[config.mk]
export PLATFORM = sky130hd
export DESIGN_NAME = wb_vmsu_slave
export DESIGN_NICKNAME = d
export VERILOG_FILES = /design/src/rtl/vmsu_wb_pkg.sv /design/src/rtl/vmsu_seq_mul.sv /design/src/rtl/wb_vmsu_slave.sv
export SDC_FILE = /design/constraint.sdc
export NUM_CORES = 1
export LEC_CHECK = 0
export BUFFER_PORTS_ARGS = -buffer_cell sky130_fd_sc_hd__buf_2
export CAP_MARGIN = 40
export CORE_MARGIN = 4
export CORE_UTILIZATION = 45
export CTS_CLUSTER_DIAMETER = 60
export DETAILED_ROUTE_END_ITERATION = 10
export GPL_TIMING_DRIVEN = 0
export PLACE_DENSITY = 0.8
export SETUP_SLACK_MARGIN = 0.15
export SLEW_MARGIN = 20
export SYNTH_ARGS = -nofsm -noshare
export SYNTH_HDL_FRONTEND = slang
export SYNTH_SLANG_ARGS = --single-unit
[constraint.sdc]
create_clock -name clk -period 2.4 [get_ports clk]
set_clock_uncertainty 0.1 [all_clocks]
set_input_delay 0.12 -clock clk [delete_from_list [all_inputs] [get_ports clk]]
set_output_delay 0.12 -clock clk [all_outputs]
set_load 0.05 [all_outputs]
[src/rtl/vmsu_wb_pkg.sv]
// Shared definitions for the Wishbone multiply unit: register offsets, bit indices and FSM states.
package vmsu_wb_pkg;

    localparam logic [1:0] OFF_CTRL     = 2'd0;
    localparam logic [1:0] OFF_OPERANDS = 2'd1;
    localparam logic [1:0] OFF_STATUS   = 2'd2;
    localparam logic [1:0] OFF_RESULT   = 2'd3;

    localparam int CTRL_START  = 0;
    localparam int CTRL_SIGNED = 1;
    localparam int CTRL_IRQ_EN = 2;

    localparam int STAT_BUSY = 0;
    localparam int STAT_DONE = 1;
    localparam int STAT_ERR  = 2;

    localparam logic [31:0] RESET_DATA = 32'h0;

    typedef enum logic [1:0] {
        IDLE = 2'd0,
        RUN  = 2'd1,
        FIN  = 2'd2
    } state_t;

endpackage

[src/rtl/vmsu_seq_mul.sv]
// Sequential shift-add multiplier over unsigned WIDTH-bit magnitudes, one partial product per cycle.
// o_done marks the final iteration; o_product holds the full product from the following cycle.
module vmsu_seq_mul #(
    parameter int WIDTH = 8
) (
    input  logic                 clk,
    input  logic                 rst_n,
    input  logic                 i_start,
    input  logic [WIDTH-1:0]     i_a_mag,
    input  logic [WIDTH-1:0]     i_b_mag,
    output logic                 o_busy,
    output logic                 o_done,
    output logic [2*WIDTH-1:0]   o_product
);

    localparam int CW = $clog2(WIDTH + 1);

    logic [2*WIDTH-1:0] r_mcand;
    logic [2*WIDTH-1:0] r_acc;
    logic [WIDTH-1:0]   r_mplier;
    logic [CW-1:0]      r_cnt;
    logic               r_busy;
    logic               w_last;

    assign w_last = r_busy && (r_cnt == CW'(WIDTH - 1));

    // NOTE: sequential state uses non-blocking assignments so every register samples pre-edge values.
    always_ff @(posedge clk or negedge rst_n) begin
        if (!rst_n) begin
            r_mcand  <= '0;
            r_acc    <= '0;
            r_mplier <= '0;
            r_cnt    <= '0;
            r_busy   <= 1'b0;
        end else if (i_start && !r_busy) begin
            r_mcand  <= {{WIDTH{1'b0}}, i_a_mag};
            r_mplier <= i_b_mag;
            r_acc    <= '0;
            r_cnt    <= '0;
            r_busy   <= 1'b1;
        end else if (r_busy) begin
            if (r_mplier[0]) begin
                r_acc <= r_acc + r_mcand;
            end
            r_mcand  <= r_mcand << 1;
            r_mplier <= r_mplier >> 1;
            r_cnt    <= r_cnt + CW'(1);
            if (w_last) begin
                r_busy <= 1'b0;
            end
        end
    end

    assign o_busy    = r_busy;
    assign o_done    = w_last;
    assign o_product = r_acc;

endmodule

[src/rtl/wb_vmsu_slave.sv]
// Wishbone B4 classic responder exposing the sequential multiplier as four 32-bit registers.
// Owns bus decode, ack generation, CTRL/OPERANDS/STATUS/RESULT, the run FSM, sign fix-up and irq.
module wb_vmsu_slave
    import vmsu_wb_pkg::*;
#(
    parameter logic [31:0] BASE_ADDR = 32'h3000_0000,
    parameter int          WIDTH     = 8
) (
    input  logic        clk,
    input  logic        rst_n,
    input  logic        wbs_stb_i,
    input  logic        wbs_cyc_i,
    input  logic        wbs_we_i,
    input  logic [3:0]  wbs_sel_i,
    input  logic [31:0] wbs_adr_i,
    input  logic [31:0] wbs_dat_i,
    output logic        wbs_ack_o,
    output logic [31:0] wbs_dat_o,
    output logic        irq_o
);

    logic               r_ack;
    logic [31:0]        r_dat;
    logic               r_signed;
    logic               r_irq_en;
    logic               r_done;
    logic               r_err;
    logic               r_neg;
    logic [WIDTH-1:0]   r_op_a;
    logic [WIDTH-1:0]   r_op_b;
    logic [2*WIDTH-1:0] r_result;
    state_t             r_state;

    state_t             w_state_nxt;
    logic               w_accept;
    logic               w_hit;
    logic [1:0]         w_off;
    logic               w_wr;
    logic               w_wr_ctrl;
    logic               w_wr_ops;
    logic               w_wr_stat;
    logic               w_start_req;
    logic               w_signed_eff;
    logic               w_busy;
    logic               w_fin;
    logic               w_core_start;
    logic               w_start_err;
    logic               w_core_busy;
    logic               w_core_done;
    logic [WIDTH-1:0]   w_a_mag;
    logic [WIDTH-1:0]   w_b_mag;
    logic [2*WIDTH-1:0] w_core_product;
    logic [2*WIDTH-1:0] w_product_fix;
    logic [31:0]        w_rd_data;
    logic               w_unused;

    // A request held through its own ack cycle is blocked, so the earliest next ack is T+3.
    assign w_accept = wbs_stb_i & wbs_cyc_i & ~r_ack;
    assign w_hit    = (wbs_adr_i[31:4] == BASE_ADDR[31:4]);
    assign w_off    = wbs_adr_i[3:2];

    assign w_wr      = w_accept & w_hit & wbs_we_i;
    assign w_wr_ctrl = w_wr & (w_off == OFF_CTRL);
    assign w_wr_ops  = w_wr & (w_off == OFF_OPERANDS);
    assign w_wr_stat = w_wr & (w_off == OFF_STATUS);

    assign w_start_req  = w_wr_ctrl & wbs_sel_i[0] & wbs_dat_i[CTRL_START];
    assign w_signed_eff = (w_wr_ctrl & wbs_sel_i[0]) ? wbs_dat_i[CTRL_SIGNED] : r_signed;

    assign w_a_mag = (w_signed_eff && r_op_a[WIDTH-1]) ? -r_op_a : r_op_a;
    assign w_b_mag = (w_signed_eff && r_op_b[WIDTH-1]) ? -r_op_b : r_op_b;

    vmsu_seq_mul #(
        .WIDTH (WIDTH)
    ) u_core (
        .clk       (clk),
        .rst_n     (rst_n),
        .i_start   (w_core_start),
        .i_a_mag   (w_a_mag),
        .i_b_mag   (w_b_mag),
        .o_busy    (w_core_busy),
        .o_done    (w_core_done),
        .o_product (w_core_product)
    );

    assign w_product_fix = r_neg ? -w_core_product : w_core_product;

    always_ff @(posedge clk or negedge rst_n) begin
        if (!rst_n) begin
            r_state <= IDLE;
        end else begin
            r_state <= w_state_nxt;
        end
    end

    // NOTE: every combinational output gets a default first so no path can infer a latch.
    always_comb begin
        w_state_nxt = r_state;
        case (r_state)
            IDLE:    if (w_start_req) w_state_nxt = RUN;
            RUN:     if (w_core_done) w_state_nxt = FIN;
            FIN:     w_state_nxt = IDLE;
            default: w_state_nxt = IDLE;
        endcase
    end

    always_comb begin
        w_busy       = 1'b0;
        w_fin        = 1'b0;
        w_core_start = 1'b0;
        w_start_err  = 1'b0;
        case (r_state)
            IDLE: w_core_start = w_start_req;
            RUN: begin
                w_busy      = 1'b1;
                w_start_err = w_start_req;
            end
            FIN: begin
                w_busy      = 1'b1;
                w_fin       = 1'b1;
                w_start_err = w_start_req;
            end
            default: ;
        endcase
    end

    always_ff @(posedge clk or negedge rst_n) begin
        if (!rst_n) begin
            r_signed <= 1'b0;
            r_irq_en <= 1'b0;
            r_op_a   <= '0;
            r_op_b   <= '0;
            r_done   <= 1'b0;
            r_err    <= 1'b0;
            r_neg    <= 1'b0;
            r_result <= '0;
        end else begin
            if (w_wr_ctrl && wbs_sel_i[0]) begin
                r_signed <= wbs_dat_i[CTRL_SIGNED];
                r_irq_en <= wbs_dat_i[CTRL_IRQ_EN];
            end
            if (w_wr_ops && wbs_sel_i[0]) r_op_a <= wbs_dat_i[WIDTH-1:0];
            if (w_wr_ops && wbs_sel_i[1]) r_op_b <= wbs_dat_i[8 +: WIDTH];

            // The FIN set is ordered after the W1C clear so it wins a same-cycle collision.
            if (w_wr_stat && wbs_sel_i[0] && wbs_dat_i[STAT_DONE]) r_done <= 1'b0;
            if (w_fin) begin
                r_done   <= 1'b1;
                r_result <= w_product_fix;
            end

            if (w_wr_stat && wbs_sel_i[0] && wbs_dat_i[STAT_ERR]) r_err <= 1'b0;
            if (w_start_err) r_err <= 1'b1;

            if (w_core_start) r_neg <= w_signed_eff & (r_op_a[WIDTH-1] ^ r_op_b[WIDTH-1]);
        end
    end

    always_comb begin
        w_rd_data = RESET_DATA;
        if (w_hit) begin
            case (w_off)
                OFF_CTRL: begin
                    w_rd_data[CTRL_SIGNED] = r_signed;
                    w_rd_data[CTRL_IRQ_EN] = r_irq_en;
                end
                OFF_OPERANDS: w_rd_data[2*WIDTH-1:0] = {r_op_b, r_op_a};
                OFF_STATUS: begin
                    w_rd_data[STAT_BUSY] = w_busy;
                    w_rd_data[STAT_DONE] = r_done;
                    w_rd_data[STAT_ERR]  = r_err;
                end
                OFF_RESULT: w_rd_data[2*WIDTH-1:0] = r_result;
                default: ;
            endcase
        end
    end

    always_ff @(posedge clk or negedge rst_n) begin
        if (!rst_n) begin
            r_ack <= 1'b0;
            r_dat <= RESET_DATA;
        end else begin
            r_ack <= w_accept;
            r_dat <= (w_accept && !wbs_we_i) ? w_rd_data : RESET_DATA;
        end
    end

    assign wbs_ack_o = r_ack;
    assign wbs_dat_o = r_dat;
    assign irq_o     = r_done & r_irq_en;

    // Address byte offset, upper write lanes and the core's own busy flag carry no information here.
    assign w_unused = ^{wbs_adr_i[1:0], wbs_dat_i[31:16], wbs_sel_i[3:2], w_core_busy};

endmodule

==> results.py, run 1 <==
metrics = {
    "clock_tree": {
        "clk_pin_slew_ps": 70,
        "cts_tree": "done",
        "h-tree-depth": 3,
        "cts_buffers": 9,
        "insertion_delay_ps": 350,
        "cts-root-buf": "clkbuf_16",
        "cts_buffer_depth": 2,
        "numClockSinks": 101,
    },
    "placed_design": {
        "port_buffers": 70,
        "gp_congestion": 0.891,
        "dp.cells": 810,
        "dpl.hpwl_um": 10100,
        "post-place-ws_ps": -252,
    },
    "logic_synthesis": {
        "synthDistinctLibCells": 50,
        "syn_inst": 556,
        "ys_ff_latch": 101,
        "syn_area_per_cell_um2": 10.0,
        "netlist.area_leader.share": 0.454,
        "synth_common_cells": "dfrtp_1, nand2_1, nor2_1",
        "synth_area_leaders": "dfrtp_1, mux2_2, ha_1, xor2_1, nand2_1",
        "netlist_area_mm2": 0.00557,
        "synth_ff_type": "dfrtp_1",
        "ys_seq_area_frac": 0.454,
        "synth_edf_count": 0,
        "synth.most_common_cell": "dfrtp_1",
        "yosysTopAreaCell": "dfrtp_1",
        "ys_warn_count": 0,
        "synth-async-reset-ratio": 1.00,
    },
    "pwr": {
        "peakVddDrop_v": 0.000521,
        "power_density_mw_per_mm2": 454,
        "p_leak_nw": 3.47,
    },
    "sta": {
        "setup_ws_ps": -23.3,
        "tightest_slew_ps": 816,
        "rsz0062_at_grt": "yes",
        "period_minus_slack_ps": 2420,
        "maxSlewHeadroom": 0.456,
        "drv_slew": 0,
        "finalCritPeriodShare": 1.01,
        "fmax_mhz": 413,
        "hold_viol": 0,
        "setup_viol": 3,
        "tns_ps": -29.4,
    },
    "routing": {
        "dr.pass1.iters": 9,
        "wl_um": 16700,
        "route.detailed.drc": 0,
        "vias": 5101,
        "drt_iter0_drc": 571,
        "vias_per_cell": 5.82,
        "drt-wirelength-per-cell_um": 19.0,
        "ant_nets": 0,
    },
    "setup_path": {
        "end_kind": "flop",
        "cp.arrival_ps": 2540,
        "criticalPathCategory": "reg2reg",
        "critPathLaunchType": "flop",
        "cp_slowest_cell": "dfrtp_2",
        "cp_max_fo": 3,
        "cp_cell_sequence": "ha_4 > fa_2 > a211oi_4 > nor2_2 > o22ai_2 > buf_4 > o21bai_1 > a21oi_1 > xor2_1 > o21ai_1",
        "cp.required_ps": 2520,
        "slowest_delay_ps": 430,
    },
    "min_path": {
        "hp-class": "in2reg",
    },
    "finish": {
        "layout.nets": 800,
        "drive_above_1_share": 0.333,
        "area_growth_pct": 33.5,
        "n_antenna_cell": 0,
        "final_cells": 876,
        "fillers": 859,
    },
    "status": {
        "status": "complete, but fails checks",
        "violations": "negative setup slack",
    },
    "grt": {
        "grt_pass1_wl_um": 24400,
        "grt_usage": 0.211,
        "antenna_found_initial": 0,
        "grt_pass1_vias": 4870,
        "grt_max_degree": 66,
        "grt_overflow_total": 0,
    },
    "die": {
        "die_x_um": 119,
        "placementRows": 40,
        "die_area_mm2": 0.0142,
        "io_pins": 107,
        "initial_core_util": 0.462,
        "die_height_um": 119,
        "fp.coreArea_mm2": 0.0121,
    },
    "job": {
        "drv_cap": 0,
    },
}
where the power goes:
part | leakage [nW] | internal (mW) | switching [mW]
sequential | 1.26 | 1.70 | 0.000390
combinational | 2.07 | 0.0864 | 0.133
clock | 0.139 | 0.770 | 0.683
logic make-up (layout without fill, tap and decap cells):
kind of cell,Yosys count,count (layout),synth area share
XOR/XNOR,39,39,0.0614
AND/OR/NAND/NOR,171,171,0.151
multiplexers,53,53,0.107
other,1,16,0.000674
buffers and inverters,48,185,0.0436
flip-flops,101,101,0.454
AO/OA/AOI/OAI,119,119,0.127
adder cells (fa/ha/maj),24,24,0.0553
worst max-delay path, delay by kind of cell, from the launching register on:
kind / cells / cell delay [ps]
flops: 1 / 430
xor+xnor: 1 / 170
buf+inv: 1 / 160
simple gates: 1 / 90
compound gates: 5 / 740
fa+ha+maj: 2 / 600
metrics by stage:
step | instance area (um^2) | power (mW) | utilization | hold WS [ps]
global route | 7430 | 3.48 | 0.616 | 82.3
floorplan | 5650 | 1.83 | - | -276
global placement | 6210 | 1.91 | 0.515 | 228
detailed placement | 6240 | 1.92 | 0.518 | -55.4
CTS | 7050 | 3.38 | 0.585 | 39.7
finish | 7430 | 3.37 | 0.616 | 52.4
placed cells by master (no fill, tap or decap), drive strengths merged, types with 4 or more instances in the layout:
| cell | count |
|---|---|
| nor2 | 41 |
| inv | 16 |
| buf | 122 |
| xnor2 | 14 |
| nor4 | 8 |
| xor2 | 25 |
| mux2 | 31 |
| a211oi | 5 |
| ha | 23 |
| nor2b | 7 |
| nand2b | 5 |
| mux2i | 20 |
| nand4 | 6 |
| a21oi | 30 |
| nand2 | 58 |
| and3 | 4 |
| nor3 | 9 |
| clkbuf | 26 |
| o21ai | 51 |
| conb | 16 |
| dfrtp | 101 |
| a21o | 6 |
| nor3b | 12 |
| o211ai | 5 |
| nand3 | 8 |
| o31ai | 5 |
| dlygate4sd3 | 18 |
final cells by class:
cell class | count | area (um^2) | area share
well taps | 168 | 210 | 0.0283
clock buffers | 11 | 253 | 0.0340
inverters | 14 | 52.6 | 0.00707
plain buffers | 34 | 220 | 0.0296
multi-input cells | 422 | 3270 | 0.440
repair buffers | 121 | 842 | 0.113
clock inverters | 5 | 41.3 | 0.00556
flip-flops and latches | 101 | 2540 | 0.342
metal layers:
metal / routed length, um / track usage
met5: 0 / 0
met1: 6240 / 0.254
met3: 1350 / 0.0513
met4: 642 / 0.0652
met2: 8450 / 0.372
state kept, by name (all words and copies together) (netlist names):
signal and flops:
r_done 1, r_err 1, r_irq_en 1, r_neg 1, r_op_a 8, r_op_b 8
r_result 16, r_signed 1, r_state 2, u_core.o_busy 1, u_core.o_product 16, u_core.r_cnt 4
u_core.r_mcand 16, u_core.r_mplier 8, wbs_ack_o 1, wbs_dat_o 16
what timing repair did:
item	CTS	global route
hold buffers	18	0
pin swaps	19	24
setup buffers	22	9
gates resized for setup	32	62
endpoints found under the setup margin	61	53
endpoints found under the hold margin	119	0
cloned	0	1
final timing paths:
check / slack [ps] / endpoint / start / cells past startpoint
worst min-delay path: 50 / wbs_dat_o[4] / wbs_adr_i[2] / 3
max in group asynchronous: 1400 / u_core.o_product[6] / rst_n / 3
worst min register to register: 410 / u_core.o_product[15] / u_core.o_product[15] / 1
worst max-delay path: -20 / u_core.o_product[10] / u_core.o_product[0] / 10
worst max register to register: -20 / u_core.o_product[10] / u_core.o_product[0] / 10
min in group asynchronous: 130 / wbs_dat_o[0] / rst_n / 2
Power figures use the tool's default switching activity.
==> run 2: changes to the inputs <==
CELL_PAD_IN_SITES_DETAIL_PLACEMENT = 2   (was unset)
CELL_PAD_IN_SITES_GLOBAL_PLACEMENT = 2   (was unset)
CORE_UTILIZATION = 31   (was 45)
PLACE_DENSITY = 0.85   (was 0.8)
==> run 2 against run 1 <==
The run still ends with negative setup slack left. Die area rose by 42%. Wire length up 67%. Cell area rose by 5.9%. Fmax is 5.9% lower. Global-route usage is 2.1 points higher. Sequential power is essentially flat. Flip-flop and latch count is the same. First-iteration DRC count down 52%.
==> results.py, run 2 (synthesis gave the netlist of run 1 again) <==
metrics = {
    "status": {
        "status": "complete, but fails checks",
        "violations": "negative setup slack",
    },
    "sta": {
        "setup_viol": 14,
        "maxSlewHeadroom": 0.416,
        "hold_viol": 0,
        "drv_slew": 0,
        "period_minus_slack_ps": 2580,
        "rsz0062_at_grt": "yes",
        "setup_ws_ps": -176,
        "fmax_mhz": 388,
        "tightest_slew_ps": 876,
        "finalCritPeriodShare": 1.07,
    },
    "finish": {
        "design_area_mm2": 0.00787,
        "final_cells": 949,
        "area_growth_pct": 41.3,
        "n_antenna_cell": 0,
        "mostFrequentLayoutCells": "dfrtp_1, buf_2, nand2_1",
        "final_common_cell": "dfrtp_1",
        "drive_above_1_share": 0.380,
        "layout.nets": 816,
        "fillers": 1795,
        "fin_util": 0.450,
    },
    "routing": {
        "drt_iter0_drc": 276,
        "ant_nets": 0,
        "wl_um": 27800,
        "route.detailed.drc": 0,
        "vias_per_cell": 5.78,
        "dr.pass1.iters": 4,
        "vias": 5483,
        "drt-wirelength-per-cell_um": 29.3,
    },
    "setup_path": {
        "reg2reg_to": "u_core.o_product[12]",
        "r2r-start": "u_core.r_mcand[0]",
        "reg2reg_slack_ps": -180,
        "end_kind": "flop",
        "critPathLaunchType": "flop",
        "criticalPathCategory": "reg2reg",
        "cp.arrival_ps": 2690,
        "cp_max_fo": 4,
        "r2r_cells": 9,
        "cp.required_ps": 2510,
    },
    "grt": {
        "grt_max_degree": 59,
        "antenna_found_initial": 0,
        "grt_usage": 0.232,
        "grt_overflow_total": 0,
        "grt_pass1_vias": 5857,
        "grt_pass1_wl_um": 35600,
    },
    "pwr": {
        "power_density_mw_per_mm2": 445,
        "p_leak_nw": 3.65,
        "power.total_mw": 3.50,
        "peakVddDrop_v": 0.000411,
    },
    "placed_design": {
        "port_buffers": 70,
        "post-place-ws_ps": -370,
        "placed_cell_area_mm2": 0.00632,
        "dpl.hpwl_um": 13700,
        "dp.cells": 867,
        "gp_congestion": 0.823,
    },
    "clock_tree": {
        "numClockSinks": 101,
        "cts_buffer_depth": 2,
        "cts_buffers": 9,
        "cts_tree": "done",
        "clk_pin_slew_ps": 80,
        "cts-root-buf": "clkbuf_16",
        "h-tree-depth": 3,
        "insertion_delay_ps": 380,
    },
    "die": {
        "io_pins": 107,
        "initial_core_util": 0.319,
        "fp.coreArea_mm2": 0.0175,
        "placementRows": 48,
        "die_height_um": 142,
        "die_area_mm2": 0.0202,
        "die_x_um": 142,
    },
    "min_path": {
        "hold_end": "wbs_dat_o[0]",
        "hp-start": "wbs_adr_i[30]",
        "hp-class": "in2reg",
        "worstHoldPathCells": 5,
    },
    "job": {
        "drv_cap": 0,
    },
}
[run 2: worst max-delay path, stage by stage, from the launching register on]
cell      delay [ps]
dfrtp_1          450
ha_4             200
fa_2             380
a211oi_4         310
nor2_4            70
o22ai_4          190
o211ai_1         170
a21oi_1          230
xor2_1           180
o21ai_1          120
[run 2: worst max path at each step]
stage	slack, ps	end	from	cells after the start
2_1_floorplan	-20	u_core.r_mcand[5]	wbs_ack_o	7
3_3_place_gp	-290	u_core.r_mcand[14]	wbs_ack_o	7
3_5_place_dp	-370	u_core.r_mplier[3]	wbs_ack_o	7
4_1_cts	-30	u_core.o_product[14]	u_core.o_product[0]	9
5_1_grt	-320	u_core.o_product[12]	u_core.r_mcand[0]	9
6_report	-180	u_core.o_product[12]	u_core.r_mcand[0]	9
[run 2: repair_timing]
action,4_1_cts,5_1_grt
setup buffers,22,23
hold endpoints to repair,62,0
pin swaps,23,25
setup endpoints to repair,67,52
hold buffers,19,0
gates resized for setup,67,91
cloned,0,2
[run 2: metal layers]
layer  share of wire  vias to the layer above  GRT usage  wire [um]
met3           0.048                      133     0.0457       1340
li1                -                     2253          -          -
met5               0                        -          0          0
met4           0.064                        0     0.0788       1790
met1            0.36                     2835      0.256      10000
met2            0.53                      262      0.441      14600
[run 2: where the power goes]
group          switching, mW  internal, mW  leakage (nW)
clock                  0.729         0.833         0.149
sequential          0.000645          1.70          1.26
combinational          0.150        0.0861          2.24
total                  0.880          2.62          3.65
[run 2: metrics by stage]
step / TNS [ps] / hold WS [ps]
after detailed placement: -13300 / -13.2
after floorplan: -34.1 / -276
after global placement: -11110 / 237
after global routing: -3650 / 122
after CTS: -29.7 / 71.0
final: -833 / 80.7
[run 2: layout make-up]
cell class,count,area (um^2),share of cell area
inverters,14,52.6,0.00668
multi-input cells,422,3410,0.433
repair buffers,137,1040,0.133
clock inverters,5,50.0,0.00636
flip-flops and latches,101,2540,0.323
plain buffers,34,244,0.0310
well taps,225,282,0.0358
clock buffers,11,243,0.0309
==> run 3: changes to the inputs <==
CORE_MARGIN = 10   (was 4)
==> run 3 against run 2 <==
The flow still finishes with violations (negative setup slack). Cell area down 0.67%. Sequential power barely moved. Non-clock buffer count up 8. Clock-buffer cell count unchanged. Critical path depth grew 2. Power down 0.60%. Wire length rose by 0.33%. Clock power hardly changed. Global-route usage decreased by 4.0 points. Via count down 1.0%. First-iteration DRC count is 43% higher. Critical endpoint is now u_core.o_product[10].
==> results.py, run 3 (synthesis gave the netlist of run 1 again) <==
metrics = {
    "finish": {
        "mostFrequentLayoutCells": "dfrtp_1, buf_2, buf_4",
        "area_growth_pct": 40.3,
        "layout.nets": 824,
        "n_antenna_cell": 0,
        "fin_util": 0.447,
        "drive_above_1_share": 0.374,
        "final_common_cell": "dfrtp_1",
    },
    "grt": {
        "grt_max_degree": 56,
        "antenna_found_initial": 0,
        "grt_pass1_wl_um": 36000,
        "grt_pass1_vias": 6000,
        "grt_usage": 0.192,
        "grt_overflow_total": 0,
    },
    "routing": {
        "vias_per_cell": 5.67,
        "drt_iter0_drc": 395,
        "ant_nets": 0,
        "drt-wirelength-per-cell_um": 29.1,
        "wl_um": 27900,
        "vias": 5426,
        "route.detailed.drc": 0,
        "dr.pass1.iters": 5,
    },
    "pwr": {
        "peakVddDrop_v": 0.000357,
        "power_density_mw_per_mm2": 445,
        "power.total_mw": 3.48,
        "p_leak_nw": 3.65,
    },
    "placed_design": {
        "dpl.hpwl_um": 14100,
        "port_buffers": 70,
        "post-place-ws_ps": -413,
        "gp_congestion": 0.818,
    },
    "clock_tree": {
        "cts_buffer_depth": 2,
        "clk_pin_slew_ps": 80,
        "cts_buffers": 9,
        "insertion_delay_ps": 370,
        "numClockSinks": 101,
        "cts_tree": "done",
        "cts-root-buf": "clkbuf_16",
        "h-tree-depth": 3,
    },
    "sta": {
        "tns_ps": -1120,
        "timing.hold.ws_ps": 111,
        "setup_viol": 11,
        "maxSlewHeadroom": 0.483,
        "finalCritPeriodShare": 1.12,
        "drv_slew": 0,
        "rsz0062_at_grt": "yes",
        "hold_viol": 0,
        "tightest_slew_ps": 776,
        "fmax_mhz": 373,
        "setup_ws_ps": -283,
        "period_minus_slack_ps": 2680,
    },
    "setup_path": {
        "slowest_delay_ps": 430,
        "cp.required_ps": 2530,
        "cp.buffers_inverters": 2,
        "cp_cell_sequence": "ha_4 > fa_2 > a211oi_2 > nor2_2 > o22ai_2 > buf_4 > buf_6 > o21bai_4 > a21oi_2 > xor2_1 > o21ai_1",
        "end_kind": "flop",
        "critPathTopFamily": "compound AO/OA/AOI/OAI gates",
        "cp.arrival_ps": 2810,
        "critPathLaunchType": "flop",
        "cp_slowest_cell": "dfrtp_1",
        "cp_max_fo": 3,
        "criticalPathCategory": "reg2reg",
    },
    "die": {
        "die_area_mm2": 0.0237,
        "die_height_um": 154,
        "fp.coreArea_mm2": 0.0175,
        "placementRows": 48,
        "io_pins": 107,
        "die_x_um": 154,
        "initial_core_util": 0.319,
    },
    "min_path": {
        "hp-class": "in2reg",
    },
    "status": {
        "status": "complete, but fails checks",
        "violations": "negative setup slack",
    },
    "job": {
        "drv_cap": 0,
    },
}
[run 3: what timing repair did]
item	CTS	global route
setup buffers	28	24
pin swaps	24	38
hold buffers	20	0
cloned	0	1
hold endpoints to repair	65	0
endpoints found under the setup margin	64	69
resized for setup	71	63
[run 3: layer usage]
layer / share of wire / wire length, um / up-vias / track usage
met5: 0 / 0 / - / 0
met4: 0.049 / 1370 / 0 / 0.0769
met3: 0.053 / 1490 / 95 / 0.0432
met2: 0.53 / 14800 / 234 / 0.352
met1: 0.37 / 10300 / 2814 / 0.207
li1: - / - / 2283 / -
[run 3: final timing paths]
check / start / endpoint / slack [ps] / cells past startpoint
hold / removal: wbs_adr_i[2] / wbs_dat_o[3] / 110 / 3
min in group asynchronous: rst_n / u_core.o_busy / 140 / 2
setup reg to reg: u_core.r_mcand[0] / u_core.o_product[10] / -280 / 11
hold reg to reg: r_result[14] / r_result[14] / 410 / 1
max in group asynchronous: rst_n / r_op_b[6] / 1320 / 3
setup / recovery: u_core.r_mcand[0] / u_core.o_product[10] / -280 / 11
[run 3: cell type report]
cell class	count	area, um^2
multi-input cells	422	3350
flip-flops and latches	101	2540
inverters	14	55.1
clock inverters	5	52.6
repair buffers	145	1070
clock buffers	11	233
fillers	1817	9660
well taps	225	282
plain buffers	34	228
[run 3: stage by stage]
step / cell area, um^2 / std cells
final: 7810 / 957
after CTS: 7310 / 931
after detailed placement: 6320 / 867
after floorplan: 5650 / 571
after global placement: 6280 / 866
after global routing: 7810 / 957
[run 3: power breakdown]
group	internal (mW)	switching [mW]
sequential	1.70	0.000449
clock	0.806	0.734
combinational	0.0900	0.147
total	2.60	0.881
[run 3: worst register-to-register path: stages (launching register included)]
cell and delay (ps):
dfrtp_1 430, ha_4 200, fa_2 380, a211oi_2 370
nor2_2 120, o22ai_2 220, buf_4 170, buf_6 100
o21bai_4 50, a21oi_2 140, xor2_1 160, o21ai_1 80
